<file path="config.mk">
export PLATFORM = sky130hd
export DESIGN_NAME = uart_controller_mc
export DESIGN_NICKNAME = d
export VERILOG_FILES = /design/src/rtl/uart_controller_mc.sv
export SDC_FILE = /design/constraint.sdc
export NUM_CORES = 1
export LEC_CHECK = 0
export CORE_AREA = 8 8 242 128
export CTS_CLUSTER_DIAMETER = 120
export DETAILED_ROUTE_END_ITERATION = 10
export DIE_AREA = 0 0 250 136
export HOLD_SLACK_MARGIN = 0.05
export SLEW_MARGIN = 20
export SYNTH_ARGS = -nofsm -noshare
export SYNTH_HDL_FRONTEND = slang
export SYNTH_SLANG_ARGS = --single-unit
</file>
<file path="constraint.sdc">
create_clock -name clk -period 2.5 [get_ports clk]
set_clock_uncertainty 0.1 [all_clocks]
set_input_delay 0.5 -clock clk [delete_from_list [all_inputs] [get_ports clk]]
set_output_delay 0.5 -clock clk [all_outputs]
set_load 0.005 [all_outputs]
</file>
<file path="src/rtl/uart_controller_mc.sv">
// rtl/uart_controller_mc.sv - UART NIC front end with RX/TX ring FIFOs, interrupts and loopback
// Serial framing: 1 start bit, WORD_SIZE data bits LSB first, 1 stop bit.

module uart_receiver #(
  parameter int WORD_SIZE    = 8,
  parameter int CLKS_PER_BIT = 16
) (
  input  logic                 clk,
  input  logic                 rst,
  input  logic                 rx,
  output logic [WORD_SIZE-1:0] data_read,
  output logic                 avbl
);
  localparam int CW = $clog2(CLKS_PER_BIT + 1);
  localparam int BW = $clog2(WORD_SIZE + 1);

  typedef enum logic [1:0] {R_IDLE, R_START, R_DATA, R_STOP} rx_state_t;

  rx_state_t            state;
  logic [1:0]           rx_s;
  logic [CW-1:0]        baud;
  logic [BW-1:0]        bit_idx;
  logic [WORD_SIZE-1:0] shreg;

  always_ff @(posedge clk) begin
    if (rst) begin
      rx_s      <= 2'b11;
      state     <= R_IDLE;
      baud      <= '0;
      bit_idx   <= '0;
      shreg     <= '0;
      data_read <= '0;
      avbl      <= 1'b0;
    end else begin
      rx_s <= {rx_s[0], rx};
      avbl <= 1'b0;
      case (state)
        R_IDLE: begin
          baud    <= '0;
          bit_idx <= '0;
          if (!rx_s[1]) state <= R_START;
        end
        // Wait half a bit so later samples land mid-bit; reject glitches.
        R_START: begin
          if (baud == CW'(CLKS_PER_BIT / 2 - 1)) begin
            baud  <= '0;
            state <= rx_s[1] ? R_IDLE : R_DATA;
          end else begin
            baud <= baud + 1'b1;
          end
        end
        R_DATA: begin
          if (baud == CW'(CLKS_PER_BIT - 1)) begin
            baud    <= '0;
            shreg   <= {rx_s[1], shreg[WORD_SIZE-1:1]};
            bit_idx <= bit_idx + 1'b1;
            if (bit_idx == BW'(WORD_SIZE - 1)) state <= R_STOP;
          end else begin
            baud <= baud + 1'b1;
          end
        end
        default: begin
          if (baud == CW'(CLKS_PER_BIT - 1)) begin
            baud  <= '0;
            state <= R_IDLE;
            if (rx_s[1]) begin
              data_read <= shreg;
              avbl      <= 1'b1;
            end
          end else begin
            baud <= baud + 1'b1;
          end
        end
      endcase
    end
  end
endmodule

module uart_transmitter #(
  parameter int WORD_SIZE    = 8,
  parameter int CLKS_PER_BIT = 16
) (
  input  logic                 clk,
  input  logic                 rst,
  input  logic                 send,
  input  logic [WORD_SIZE-1:0] data,
  output logic                 tx,
  output logic                 avbl
);
  localparam int CW = $clog2(CLKS_PER_BIT + 1);
  localparam int BW = $clog2(WORD_SIZE + 2);

  logic                 busy;
  logic [CW-1:0]        baud;
  logic [BW-1:0]        bit_idx;
  logic [WORD_SIZE+1:0] shreg;

  always_ff @(posedge clk) begin
    if (rst) begin
      busy    <= 1'b0;
      baud    <= '0;
      bit_idx <= '0;
      shreg   <= '1;
    end else if (!busy) begin
      if (send) begin
        shreg   <= {1'b1, data, 1'b0};
        busy    <= 1'b1;
        baud    <= '0;
        bit_idx <= '0;
      end
    end else if (baud == CW'(CLKS_PER_BIT - 1)) begin
      baud  <= '0;
      shreg <= {1'b1, shreg[WORD_SIZE+1:1]};
      if (bit_idx == BW'(WORD_SIZE + 1)) busy <= 1'b0;
      else bit_idx <= bit_idx + 1'b1;
    end else begin
      baud <= baud + 1'b1;
    end
  end

  assign tx   = busy ? shreg[0] : 1'b1;
  assign avbl = !busy;
endmodule

module uart_controller_mc #(
  parameter int WORD_SIZE     = 8,
  parameter int RX_DEPTH      = 8,
  parameter int TX_DEPTH      = 8,
  parameter int RX_OVERWRITE  = 1,
  parameter int RX_IRQ_THRESH = 4,
  parameter int TX_IRQ_THRESH = 2,
  parameter int IDLE_TIMEOUT  = 64,
  parameter int CLKS_PER_BIT  = 16
) (
  input  logic                            clk,
  input  logic                            rst,
  input  logic                            rx,
  output logic                            tx,
  input  logic [WORD_SIZE-1:0]            data_in,
  input  logic                            write_nic,
  input  logic                            read_nic,
  input  logic                            loopback,
  input  logic                            clr_err,
  output logic [WORD_SIZE-1:0]            data_out,
  output logic                            data_out_valid,
  output logic                            read_nic_i,
  output logic                            tx_space_i,
  output logic [$clog2(RX_DEPTH+1)-1:0]   rx_count,
  output logic [$clog2(TX_DEPTH+1)-1:0]   tx_count,
  output logic                            tx_full,
  output logic                            rx_overflow,
  output logic                            tx_overflow,
  output logic                            rx_underflow
);
  localparam int RX_PW = $clog2(RX_DEPTH);
  localparam int TX_PW = $clog2(TX_DEPTH);
  localparam int RX_CW = $clog2(RX_DEPTH + 1);
  localparam int TX_CW = $clog2(TX_DEPTH + 1);
  localparam int IW    = $clog2(IDLE_TIMEOUT + 1);
  localparam bit OVW   = (RX_OVERWRITE != 0);

  typedef enum logic [1:0] {S_IDLE, S_SEND, S_WAIT, S_BUSY} tx_state_t;

  logic                 rx_in, tx_int, rx_avbl, tx_avbl, tx_send;
  logic [WORD_SIZE-1:0] data_read, tx_data;

  assign rx_in = loopback ? tx_int : rx;
  assign tx    = loopback ? 1'b1 : tx_int;

  uart_receiver #(.WORD_SIZE(WORD_SIZE), .CLKS_PER_BIT(CLKS_PER_BIT)) u_rx (
    .clk(clk), .rst(rst), .rx(rx_in), .data_read(data_read), .avbl(rx_avbl)
  );

  uart_transmitter #(.WORD_SIZE(WORD_SIZE), .CLKS_PER_BIT(CLKS_PER_BIT)) u_tx (
    .clk(clk), .rst(rst), .send(tx_send), .data(tx_data), .tx(tx_int), .avbl(tx_avbl)
  );

  logic [WORD_SIZE-1:0] rx_mem [RX_DEPTH];
  logic [RX_PW-1:0]     rx_wr, rx_rd;
  logic                 rx_full, rx_pop, rx_acc, rx_wr_en, rx_ovw;

  assign rx_full  = (rx_count == RX_CW'(RX_DEPTH));
  assign rx_pop   = read_nic && (rx_count != '0);
  assign rx_acc   = rx_avbl && (!rx_full || rx_pop);
  assign rx_ovw   = rx_avbl && rx_full && !rx_pop && OVW;
  assign rx_wr_en = rx_acc || rx_ovw;

  always_ff @(posedge clk) begin
    if (rx_wr_en) rx_mem[rx_wr] <= data_read;
  end

  always_ff @(posedge clk) begin
    if (rst) begin
      rx_wr          <= '0;
      rx_rd          <= '0;
      rx_count       <= '0;
      data_out       <= '0;
      data_out_valid <= 1'b0;
      rx_overflow    <= 1'b0;
      rx_underflow   <= 1'b0;
    end else begin
      data_out_valid <= rx_pop;
      if (rx_pop) data_out <= rx_mem[rx_rd];
      if (rx_wr_en) rx_wr <= (rx_wr == RX_PW'(RX_DEPTH - 1)) ? '0 : rx_wr + 1'b1;
      // Overwrite drops the oldest entry by sliding the read pointer past it.
      if (rx_pop || rx_ovw) rx_rd <= (rx_rd == RX_PW'(RX_DEPTH - 1)) ? '0 : rx_rd + 1'b1;
      if (rx_acc && !rx_pop) rx_count <= rx_count + 1'b1;
      else if (!rx_acc && rx_pop) rx_count <= rx_count - 1'b1;
      if (clr_err) begin
        rx_overflow  <= 1'b0;
        rx_underflow <= 1'b0;
      end
      if (rx_avbl && rx_full && !rx_pop) rx_overflow <= 1'b1;
      if (read_nic && rx_count == '0) rx_underflow <= 1'b1;
    end
  end

  logic [WORD_SIZE-1:0] tx_mem [TX_DEPTH];
  logic [TX_PW-1:0]     tx_wr, tx_rd;
  logic                 tx_pop, tx_acc;
  tx_state_t            tx_state;
  logic                 wait_cnt;

  assign tx_full = (tx_count == TX_CW'(TX_DEPTH));
  assign tx_pop  = (tx_state == S_IDLE) && (tx_count != '0) && tx_avbl;
  assign tx_acc  = write_nic && (!tx_full || tx_pop);

  always_ff @(posedge clk) begin
    if (tx_acc) tx_mem[tx_wr] <= data_in;
  end

  always_ff @(posedge clk) begin
    if (rst) begin
      tx_wr       <= '0;
      tx_rd       <= '0;
      tx_count    <= '0;
      tx_overflow <= 1'b0;
    end else begin
      if (tx_acc) tx_wr <= (tx_wr == TX_PW'(TX_DEPTH - 1)) ? '0 : tx_wr + 1'b1;
      if (tx_pop) tx_rd <= (tx_rd == TX_PW'(TX_DEPTH - 1)) ? '0 : tx_rd + 1'b1;
      if (tx_acc && !tx_pop) tx_count <= tx_count + 1'b1;
      else if (!tx_acc && tx_pop) tx_count <= tx_count - 1'b1;
      if (clr_err) tx_overflow <= 1'b0;
      if (write_nic && tx_full && !tx_pop) tx_overflow <= 1'b1;
    end
  end

  // One word in flight: WAIT covers the transmitter's latency in dropping avbl.
  always_ff @(posedge clk) begin
    if (rst) begin
      tx_state <= S_IDLE;
      tx_data  <= '0;
      tx_send  <= 1'b0;
      wait_cnt <= 1'b0;
    end else begin
      case (tx_state)
        S_IDLE: begin
          if (tx_pop) begin
            tx_data  <= tx_mem[tx_rd];
            tx_send  <= 1'b1;
            tx_state <= S_SEND;
          end
        end
        S_SEND: begin
          tx_send  <= 1'b0;
          wait_cnt <= 1'b0;
          tx_state <= S_WAIT;
        end
        S_WAIT: begin
          if (!tx_avbl || wait_cnt) tx_state <= S_BUSY;
          else wait_cnt <= 1'b1;
        end
        default: begin
          if (tx_avbl) tx_state <= S_IDLE;
        end
      endcase
    end
  end

  logic [IW-1:0] idle_cnt;
  logic          idle_flag;

  assign idle_flag = (idle_cnt == IW'(IDLE_TIMEOUT));

  always_ff @(posedge clk) begin
    if (rst) begin
      idle_cnt   <= '0;
      read_nic_i <= 1'b0;
      tx_space_i <= 1'b0;
    end else begin
      if (rx_avbl || read_nic || rx_count == '0) idle_cnt <= '0;
      else if (!idle_flag) idle_cnt <= idle_cnt + 1'b1;
      read_nic_i <= (rx_count >= RX_CW'(RX_IRQ_THRESH)) || idle_flag;
      tx_space_i <= (tx_count <= TX_CW'(TX_IRQ_THRESH));
    end
  end
endmodule

</file>
==> results of run 1 <==
==> state kept, by name (all words and copies together), names as in the netlist, 4 cells and up <==
signal          count
tx_data             8
u_tx.baud           5
u_tx.shreg          9
idle_cnt            7
u_tx.bit_idx        4
rx_mem             64
rx_count            4
u_rx.bit_idx        4
tx_count            4
u_rx.data_read      8
data_out            8
u_rx.shreg          8
u_rx.baud           5
tx_mem             64
==> routing by layer <==
layer | GRT usage [%] | share of wire, % | routed length [microns] | vias up
li1 | - | - | - | 2849
met1 | 18.7 | 54 | 11000 | 2935
met2 | 16.4 | 39 | 7840 | 113
met3 | 3.24 | 5.9 | 1200 | 28
met4 | 2.22 | 1.6 | 318 | 0
met5 | 0 | 0 | 0 | -
==> cell usage in the layout, fill, tap and decap left out, types with 3 or more instances in the layout <==
master           count
nor2b_1             13
nand4_1              4
o21ai_0             10
ha_1                23
edfxtp_1           128
a31oi_1              4
o21bai_1             8
inv_1               16
clkdlybuf4s50_1     36
or3b_2               3
a21oi_2              3
buf_4               50
a211oi_1            16
nand2_1             57
clkbuf_1             7
mux2i_1              9
xor2_1               7
clkinv_1             3
or3_1                3
nor3_1              30
a21oi_1             43
nand3b_1             6
a22oi_1              3
xnor2_1              5
ha_4                 3
o22ai_1             17
nand3_1             10
nand2b_1            15
nor3b_1              4
dfxtp_2              4
nor2_1              78
clkbuf_16           23
or2_2                4
mux4_2              32
dfxtp_1             98
==> metrics by stage <==
| step | instance area [sq um] | std cells |
|---|---|---|
| after floorplan | 9470 | 732 |
| after global placement | 10500 | 1148 |
| after detailed placement | 10500 | 1148 |
| after CTS | 11200 | 1190 |
| after global routing | 11300 | 1192 |
| final | 11300 | 1192 |
==> what timing repair did <==
| item | in CTS | in global routing |
|---|---|---|
| pin swaps | 3 | 4 |
| endpoints found under the hold margin | 0 | 0 |
| endpoints found under the setup margin | 2 | 2 |
| buffers inserted | 3 | 2 |
| gates resized for setup | 4 | 7 |
==> logic make-up after synthesis <==
kind of cell    synth area share, %
buf+inv                        2.76
mux                            8.84
compound gates                 7.65
xor+xnor                       1.11
simple gates                   13.3
fa+ha+maj                      3.88
flops                          62.4
==> power by group through the flow <==
| stage | clock network, mW | logic (mW) | registers (mW) |
|---|---|---|---|
| 2_1_floorplan | 0 | 1.96 | 4.62 |
| 3_3_place_gp | 0 | 2.89 | 4.67 |
| 3_5_place_dp | 0 | 2.94 | 4.67 |
| 4_1_cts | 3.43 | 3.00 | 4.60 |
| 5_1_grt | 3.57 | 3.35 | 4.64 |
| 6_report | 3.34 | 3.02 | 4.60 |
==> worst max-delay path by stage <==
stage | endpoint | slack (ps) | cells past startpoint
finish | tx | 70 | 3
detailed placement | rx_count[3] | -340 | 10
global placement | rx_count[3] | -300 | 10
CTS | tx | 40 | 2
global route | tx_count[2] | 10 | 11
floorplan | rx_count[3] | -0.4 | 11
==> Yosys cell counts, drive strengths merged, types with 16 or more instances <==
| library cell | count |
|---|---|
| a21oi | 47 |
| nor3 | 30 |
| o22ai | 17 |
| inv | 18 |
| dfxtp | 102 |
| mux4 | 32 |
| ha | 26 |
| a211oi | 16 |
| edfxtp | 128 |
| buf | 17 |
| nand2 | 58 |
| nor2 | 78 |
| clkbuf | 19 |
==> area by class of cell <==
| type | count | area, sq um |
|---|---|---|
| clock buffer | 32 | 629 |
| timing repair buffer | 88 | 764 |
| inverter | 18 | 75.1 |
| sequential | 230 | 5890 |
| fill | 2632 | 16700 |
| multi-input combinational | 448 | 3340 |
| tap | 368 | 460 |
| clock inverter | 8 | 91.3 |
==> worst register-to-register path: stages, from the launching register on <==
cell and delay [ps]:
dfxtp_1 330, or4b_4 580, o21ai_4 170, inv_1 80
ha_4 180, inv_4 70, ha_4 210, a21oi_4 120
a211oi_1 80, a31oi_1 190, mux2i_1 200
==> flow_summary_export.csv, run 1 <==
group,metric,value,unit
synth,synth_area_per_cell,12.9,sq um
floorplanning,dieArea,34000,sq um
worst_setup_path,end_kind,"output pin",
floorplanning,ioPinCount,39,
cells_and_area,area_growth,19.4,%
drt,drt_wl_total,20300,microns
placed_design,place_ws,-338,ps
power_and_ir_drop,p_switching,3.19,mW
worst_hold_path,hp-start,"rst",
worst_setup_path,cp_top_family,"buffers and inverters",
run,maxCapViolCount,0,
power_and_ir_drop,irDropWorstVdd,0.672,mV
grt,first_global_vias,5786,
worst_hold_path,min_path_type,"in2reg",
clock_tree,ctsHoldBuffers,0,
synth,syn_area,9430,sq um
power_and_ir_drop,p_seq_share,42.0,%
power_and_ir_drop,clockPowerShare,30.5,%
sta,post-route-period-util,97.1,%
sta,fmax,412,MHz
drt,vias,5925,
sta,fin_hold_ws,263,ps
worst_setup_path,reg2reg_from,"tx_count[2]",
placed_design,port_buffers,38,
sta,setup_violations,0,
grt,grt_max_degree,98,
cells_and_area,utilization,40.2,%
drt,ant_nets,0,
worst_setup_path,arrival,1830,ps
worst_setup_path,r2r_end,"tx_count[3]",
clock_tree,cts_root_buf,"clkbuf_16",
synth,synthTopCellsByArea,"edfxtp_1 41%, dfxtp_1 22%, mux4_2 7.6%",
sta,hold_viol,0,
synth,synth-seq-cells,230,
synth,yosysSeqAreaShare,62.4,%
power_and_ir_drop,power.total,11.0,mW
synth,synth_top_cell_by_area,"edfxtp_1",
sta,slew-limit-headroom,34.4,%
floorplanning,num_rows,44,
worst_setup_path,critPathKind,"in2out",
worst_setup_path,path_cells,"clkdlybuf4s50_1 > or3b_2 > clkdlybuf4s50_1",
synth,synth_cells,732,
synth,synth-async-reset-ratio,0,%
worst_hold_path,hold_path_depth,3,
synth,synth_top_area_share,40.8,%
clock_tree,clk_path_buf_depth,3,
clock_tree,cts.sinks,230,
clock_tree,cts_made_buffers,22,
worst_setup_path,cp_common_cell,"clkdlybuf4s50_1",
cells_and_area,nets,851,
sta,setup_slack,71.6,ps
synth,synth_edf_count,128,
worst_setup_path,r2r_cells,10,
worst_setup_path,start_kind,"primary input",
floorplanning,core_area,28000,sq um
sta,fin_crit,2430,ps
outcome,status,"completed",
floorplanning,initial_utilization,33.7,%
grt,grt-ovfl-total,0,
floorplanning,die_h,136,microns
synth,synth_cell_types,63,
power_and_ir_drop,leakage,3.89,nW
placed_design,dp_hpwl,14000,microns
sta,final.setup.tns,0,ps
sta,finalMaxSlewViolations,0,
drt,routed_via_density,4.97,
drt,drt_iter0_drc,461,
worst_hold_path,hold_end,"idle_cnt[6]",
worst_setup_path,worstSetupStartpoint,"loopback",
sta,tightest_slew,983,ps
worst_setup_path,critical-path-max-stage-delay,460,ps
grt,track_usage,12.0,%
worst_setup_path,cp_num_buf_inv,2,
placed_design,place_congestion,0.744,
worst_setup_path,path_max_fanout,2,
clock_tree,cts_tree,"yes",
synth,synth-main-ff-cell,"edfxtp_1",
drt,route.detailed.drc,0,
power_and_ir_drop,combPwrFrac,27.6,%
worst_setup_path,crit_slowest_cell,"clkdlybuf4s50_1",
synth,syn_nets,775,
clock_tree,path_clk_slew,60,ps
cells_and_area,layout-drive-gt1-share,18.0,%
worst_setup_path,regToRegSetupSlack,120,ps
worst_setup_path,required,1900,ps
grt,grt_pass1_wl,32800,microns
power_and_ir_drop,p_int,7.78,mW
power_and_ir_drop,p_per_area,974,nW/um^2
sta,rsz0062_at_grt,"no",
power_and_ir_drop,swShare,29.1,%
cells_and_area,num_antenna_cells,0,
grt,antenna_found_initial,0,
floorplanning,die_w,250,microns
drt,dr.pass1.iters,4,
clock_tree,h-tree-depth,1,
clock_tree,clk_latency,510,ps
drt,wire_per_inst,17.1,microns
synth,ys_warn_count,0,
No activity file was read; power rests on OpenSTA's default activity.
==> run 2: changes to the inputs <==
--- a/config.mk
+++ b/config.mk
@@ -6,10 +6,12 @@
 export NUM_CORES = 1
 export LEC_CHECK = 0
 export CORE_AREA = 8 8 242 128
+export CTS_BUF_LIST = sky130_fd_sc_hd__clkbuf_8
 export CTS_CLUSTER_DIAMETER = 120
 export DETAILED_ROUTE_END_ITERATION = 10
 export DIE_AREA = 0 0 250 136
 export HOLD_SLACK_MARGIN = 0.05
+export MAX_ROUTING_LAYER = met4
 export SLEW_MARGIN = 20
 export SYNTH_ARGS = -nofsm -noshare
 export SYNTH_HDL_FRONTEND = slang
==> run 2 against run 1 <==
  * Die area stayed put
  * Maximum frequency decreased by 0.42%
  * Power is 4.3% lower
  * Combinational power barely moved
  * First-iteration DRC count grew 8.7%
  * Worst hold slack got worse by 10 ps
  * Setup slack got worse by 10 ps
  * Clock power decreased by 14%
  * Sequential power hardly changed
  * Sequential share of layout area rose by 0.39 points
  * Final cell count increased by 1.9%
  * Critical path type is now reg2out
==> flow_summary_export.csv, run 2 (same netlist as run 1, synthesis figures left out) <==
group,metric,value,unit
power_and_ir_drop,power.total,10.5,mW
cells_and_area,fillCellCount,2654,
sta,rsz0062_at_grt,"no",
drt,vias,5969,
cells_and_area,area_growth,18.5,%
floorplanning,dieArea,34000,sq um
drt,drt_wl_total,20600,microns
placed_design,place_congestion,0.753,
power_and_ir_drop,irDropWorstVdd,0.470,mV
worst_setup_path,required,1900,ps
grt,grt_pass1_wl,33200,microns
worst_hold_path,min_path_type,"in2reg",
cells_and_area,nets,865,
power_and_ir_drop,p_per_area,939,nW/um^2
worst_setup_path,path_max_fanout,3,
power_and_ir_drop,leakage,3.92,nW
grt,first_global_vias,5925,
worst_setup_path,start_kind,"flop",
outcome,status,"completed",
clock_tree,clk_latency,520,ps
cells_and_area,num_antenna_cells,0,
worst_setup_path,arrival,1840,ps
worst_setup_path,path_cells,"or3b_2 > clkdlybuf4s50_1",
worst_setup_path,critical-path-max-stage-delay,460,ps
cells_and_area,most-common-layout-cells,"128 x edfxtp_1, 98 x dfxtp_1, 78 x nor2_1",
floorplanning,num_rows,44,
grt,track_usage,12.6,%
floorplanning,die_w,250,microns
sta,setup_violations,0,
floorplanning,die_h,136,microns
sta,fin_hold_ws,252,ps
cells_and_area,reg.largest.list,"rx_mem: 64 flops, tx_mem: 64 flops, u_tx.shreg: 9 flops",
placed_design,port_buffers,38,
drt,dr.pass1.iters,5,
drt,drt_iter0_drc,501,
floorplanning,ioPinCount,39,
sta,tightest_slew,971,ps
sta,post-route-period-util,97.5,%
run,maxCapViolCount,0,
worst_setup_path,critPathKind,"reg2out",
cells_and_area,final_common_cell,"edfxtp_1",
sta,slew-limit-headroom,35.2,%
sta,hold_viol,0,
grt,grt_max_degree,98,
worst_setup_path,crit_slowest_cell,"or3b_2",
clock_tree,clk_path_buf_depth,3,
drt,routed_via_density,4.91,
clock_tree,path_clk_slew,70,ps
placed_design,dp_hpwl,14000,microns
cells_and_area,layout-drive-gt1-share,19.2,%
drt,ant_nets,0,
clock_tree,cts_tree,"yes",
drt,wire_per_inst,17.0,microns
clock_tree,cts.sinks,230,
drt,route.detailed.drc,0,
floorplanning,core_area,28000,sq um
clock_tree,cts_root_buf,"clkbuf_8",
grt,antenna_found_initial,0,
sta,final.setup.tns,0,ps
clock_tree,ctsHoldBuffers,0,
sta,fin_crit,2440,ps
worst_setup_path,end_kind,"output pin",
clock_tree,cts_made_buffers,35,
sta,finalMaxSlewViolations,0,
floorplanning,initial_utilization,33.7,%
grt,grt-ovfl-total,0,
clock_tree,h-tree-depth,2,
sta,fmax,410,MHz
## run 2: changes by cell type in the layout (fill, tap and decap cells not counted)
cell,delta
inv_4,-1
clkbuf_8,+37
clkbuf_1,-7
inv_2,+1
clkinvlp_4,-1
bufinv_16,-2
buf_4,+1
clkinv_2,+3
clkinv_1,+2
inv_1,+13
clkbuf_16,-23
## run 2: stage by stage
| stage | worst slack [ps] | util [%] | cells | cell area, sq um |
|---|---|---|---|---|
| floorplan | -0.360 | - | 732 | 9470 |
| global placement | -296 | 37.5 | 1148 | 10500 |
| detailed placement | -338 | 37.5 | 1148 | 10500 |
| CTS | 19.1 | 39.8 | 1212 | 11100 |
| global route | 1.72 | 39.9 | 1215 | 11200 |
| finish | 61.3 | 39.9 | 1215 | 11200 |
## run 2: final cells by class
| type | instances | area [sq um] | share of cell area, % |
|---|---|---|---|
| Timing Repair Buffer | 89 | 772 | 6.91 |
| Multi-Input combinational cell | 448 | 3340 | 29.9 |
| Tap cell | 368 | 460 | 4.12 |
| Clock buffer | 39 | 537 | 4.80 |
| Sequential cell | 230 | 5890 | 52.7 |
| Clock inverter | 23 | 95.1 | 0.851 |
| Inverter | 18 | 72.6 | 0.650 |
## run 2: critical path: cells and delay by family (launching register included)
family        cells  cell delay, ps
buf+inv           1             460
flops             1             400
simple gates      1             460
## run 2: layer usage
metal | part of all wire, % | global-route usage [%] | vias to the layer above
met5 | 0 | - | -
li1 | - | - | 2886
met4 | 1.8 | 3.41 | 0
met3 | 5.8 | 3.13 | 39
met2 | 38 | 16.3 | 108
met1 | 54 | 19.1 | 2936
## run 2: power breakdown
| part | leakage, nW | total (mW) | internal [mW] | switching, mW |
|---|---|---|---|---|
| Clock | 0.373 | 2.86 | 1.43 | 1.42 |
| Sequential | 2.01 | 4.61 | 4.33 | 0.280 |
| Combinational | 1.54 | 3.03 | 1.51 | 1.52 |
| Total | 3.92 | 10.5 | 7.27 | 3.22 |
## run 2: final timing paths
check,start,to,slack (ps),cells after the start
setup / recovery,u_tx.busy,tx,60,2
hold / removal,rst,idle_cnt[6],250,3
setup reg to reg,tx_count[1],tx_count[3],100,10
hold reg to reg,u_rx.rx_s[0],u_rx.rx_s[1],320,1
## run 2: what timing repair did
item	CTS	global route
endpoints found under the setup margin	2	2
pin swaps	3	4
cloned	0	0
gates resized for setup	4	6
setup buffers	3	3
==> run 3: changes to the inputs <==
--- a/config.mk
+++ b/config.mk
@@ -5,11 +5,11 @@
 export SDC_FILE = /design/constraint.sdc
 export NUM_CORES = 1
 export LEC_CHECK = 0
-export CORE_AREA = 8 8 242 128
+export CORE_AREA = 8 8 174 176
 export CTS_BUF_LIST = sky130_fd_sc_hd__clkbuf_8
 export CTS_CLUSTER_DIAMETER = 120
 export DETAILED_ROUTE_END_ITERATION = 10
-export DIE_AREA = 0 0 250 136
+export DIE_AREA = 0 0 182 184
 export HOLD_SLACK_MARGIN = 0.05
 export MAX_ROUTING_LAYER = met4
 export SLEW_MARGIN = 20
==> run 3 against run 2 <==
  * Die area fell by 1.5%
  * Worst hold slack improved by 15 ps
  * Combinational power fell by 6.9%
  * Wire length fell by 16%
  * Register-to-register slack got worse by 30 ps
  * Critical endpoint is now tx_count[2]
==> flow_summary_export.csv, run 3 (same netlist as run 1, synthesis figures left out) <==
group,metric,value,unit
grt,first_global_vias,5794,
cells_and_area,final_cells,1198,
clock_tree,clk_path_buf_depth,3,
clock_tree,cts_root_buf,"clkbuf_8",
power_and_ir_drop,power.total,10.9,mW
sta,rsz0062_at_grt,"yes",
worst_setup_path,cp_common_cell,"nor2_1",
clock_tree,cts.sinks,230,
worst_setup_path,crit_slowest_cell,"or4_4",
placed_design,place_congestion,0.730,
worst_setup_path,cp_num_buf_inv,3,
worst_setup_path,path_max_fanout,7,
sta,fmax,412,MHz
sta,fin_crit,2430,ps
grt,track_usage,10.8,%
worst_setup_path,reg2reg_from,"tx_count[3]",
sta,setup_violations,0,
worst_setup_path,arrival,2750,ps
cells_and_area,most-common-layout-cells,"128 x edfxtp_1, 97 x dfxtp_1, 78 x nor2_1",
drt,drt_wl_total,17200,microns
cells_and_area,nets,862,
floorplanning,num_rows,61,
floorplanning,dieArea,33500,sq um
floorplanning,die_w,182,microns
worst_setup_path,r2r_cells,11,
cells_and_area,final_common_cell,"edfxtp_1",
worst_setup_path,required,2820,ps
placed_design,dp_hpwl,11200,microns
power_and_ir_drop,leakage,3.96,nW
grt,grt_pass1_wl,29100,microns
sta,finalMaxSlewViolations,0,
clock_tree,cts_tree,"yes",
cells_and_area,reg.largest.list,"rx_mem: 64 flops, tx_mem: 64 flops, u_tx.shreg: 9 flops",
drt,vias,5727,
sta,post-route-period-util,97.2,%
outcome,status,"completed",
clock_tree,cts_made_buffers,41,
worst_setup_path,path_cells,"or4_4 > and2_4 > inv_6 > ha_4 > inv_2 > buf_4 > fa_1 > xnor2_1 > nor2_1 > a21oi_1 > nor2_1",
worst_setup_path,cp_top_family,"simple AND/OR/NAND/NOR gates",
clock_tree,clk_latency,550,ps
floorplanning,core_area,27500,sq um
placed_design,port_buffers,38,
worst_hold_path,min_path_type,"in2reg",
placed_design,place_ws,-289,ps
power_and_ir_drop,p_per_area,964,nW/um^2
drt,drt_iter0_drc,340,
drt,dr.pass1.iters,4,
drt,routed_via_density,4.78,
clock_tree,h-tree-depth,2,
worst_setup_path,r2r_end,"tx_count[2]",
worst_setup_path,critical-path-max-stage-delay,540,ps
grt,antenna_found_initial,0,
floorplanning,initial_utilization,34.3,%
placed_design,placed_cells,1118,
drt,wire_per_inst,14.4,microns
sta,tightest_slew,839,ps
sta,final.setup.tns,0,ps
cells_and_area,area_growth,19.6,%
worst_hold_path,hold_end,"idle_cnt[6]",
sta,setup_slack,71.1,ps
worst_setup_path,start_kind,"flop",
cells_and_area,layout-drive-gt1-share,19.5,%
grt,grt-ovfl-total,0,
floorplanning,ioPinCount,39,
worst_setup_path,regToRegSetupSlack,70,ps
run,maxCapViolCount,0,
worst_hold_path,hold_path_depth,3,
cells_and_area,num_antenna_cells,0,
grt,grt_max_degree,98,
worst_setup_path,crit_cells,11,
worst_setup_path,critPathKind,"reg2reg",
clock_tree,path_clk_slew,60,ps
sta,hold_viol,0,
worst_setup_path,end_kind,"flop",
drt,ant_nets,0,
floorplanning,die_h,184,microns
power_and_ir_drop,irDropWorstVdd,0.558,mV
worst_hold_path,hp-start,"rst",
clock_tree,ctsHoldBuffers,0,
drt,route.detailed.drc,0,
sta,slew-limit-headroom,44.0,%
run 3: power by group:
| group | internal [mW] | switching [mW] | total, mW | leakage, nW |
|---|---|---|---|---|
| combinational | 1.45 | 1.37 | 2.82 | 1.50 |
| sequential | 4.33 | 0.239 | 4.57 | 2.01 |
| clock | 1.93 | 1.55 | 3.48 | 0.458 |
run 3: timing repair:
action | in CTS | in global routing
endpoints found under the setup margin | 3 | 2
hold endpoints to repair | 0 | 0
gates resized for setup | 7 | 6
setup buffers | 3 | 2
pin swaps | 2 | 4
run 3: how the worst max path moves through the flow:
stage	startpoint	to	slack [ps]
6_report	tx_count[3]	tx_count[2]	70
5_1_grt	tx_count[3]	tx_count[2]	-10
4_1_cts	tx_count[1]	tx_count[2]	-20
3_5_place_dp	read_nic	rx_count[3]	-290
3_3_place_gp	read_nic	rx_count[3]	-250
2_1_floorplan	rx_count[0]	rx_count[3]	-0.4
run 3: routing by layer:
metal	up-vias	global-route usage (%)	part of all wire, %
met5	-	-	0
met4	0	4.07	2.5
met1	2693	13.2	46
met3	39	2.69	4.6
met2	95	17.2	47
li1	2900	-	-
run 3: area by class of cell:
type | count | area [sq um]
clock buffers | 43 | 592
clock inverters | 33 | 236
fillers | 2569 | 16200
inverters | 18 | 72.6
multi-input cells | 448 | 3340
flip-flops and latches | 230 | 5890
well taps | 346 | 433
repair buffers | 80 | 707
run 3: through the flow:
step,util (%),hold WS [ps],cell area (sq um)
after CTS,40.9,243,11200
after detailed placement,37.8,296,10400
after floorplan,-,289,9470
final,41.0,268,11300
after global routing,41.0,265,11300
after global placement,37.8,296,10400
run 3: worst min-delay path: cells and delay by family:
kind          cells  cell delay [ps]
buf+inv           1              120
simple gates      2              240
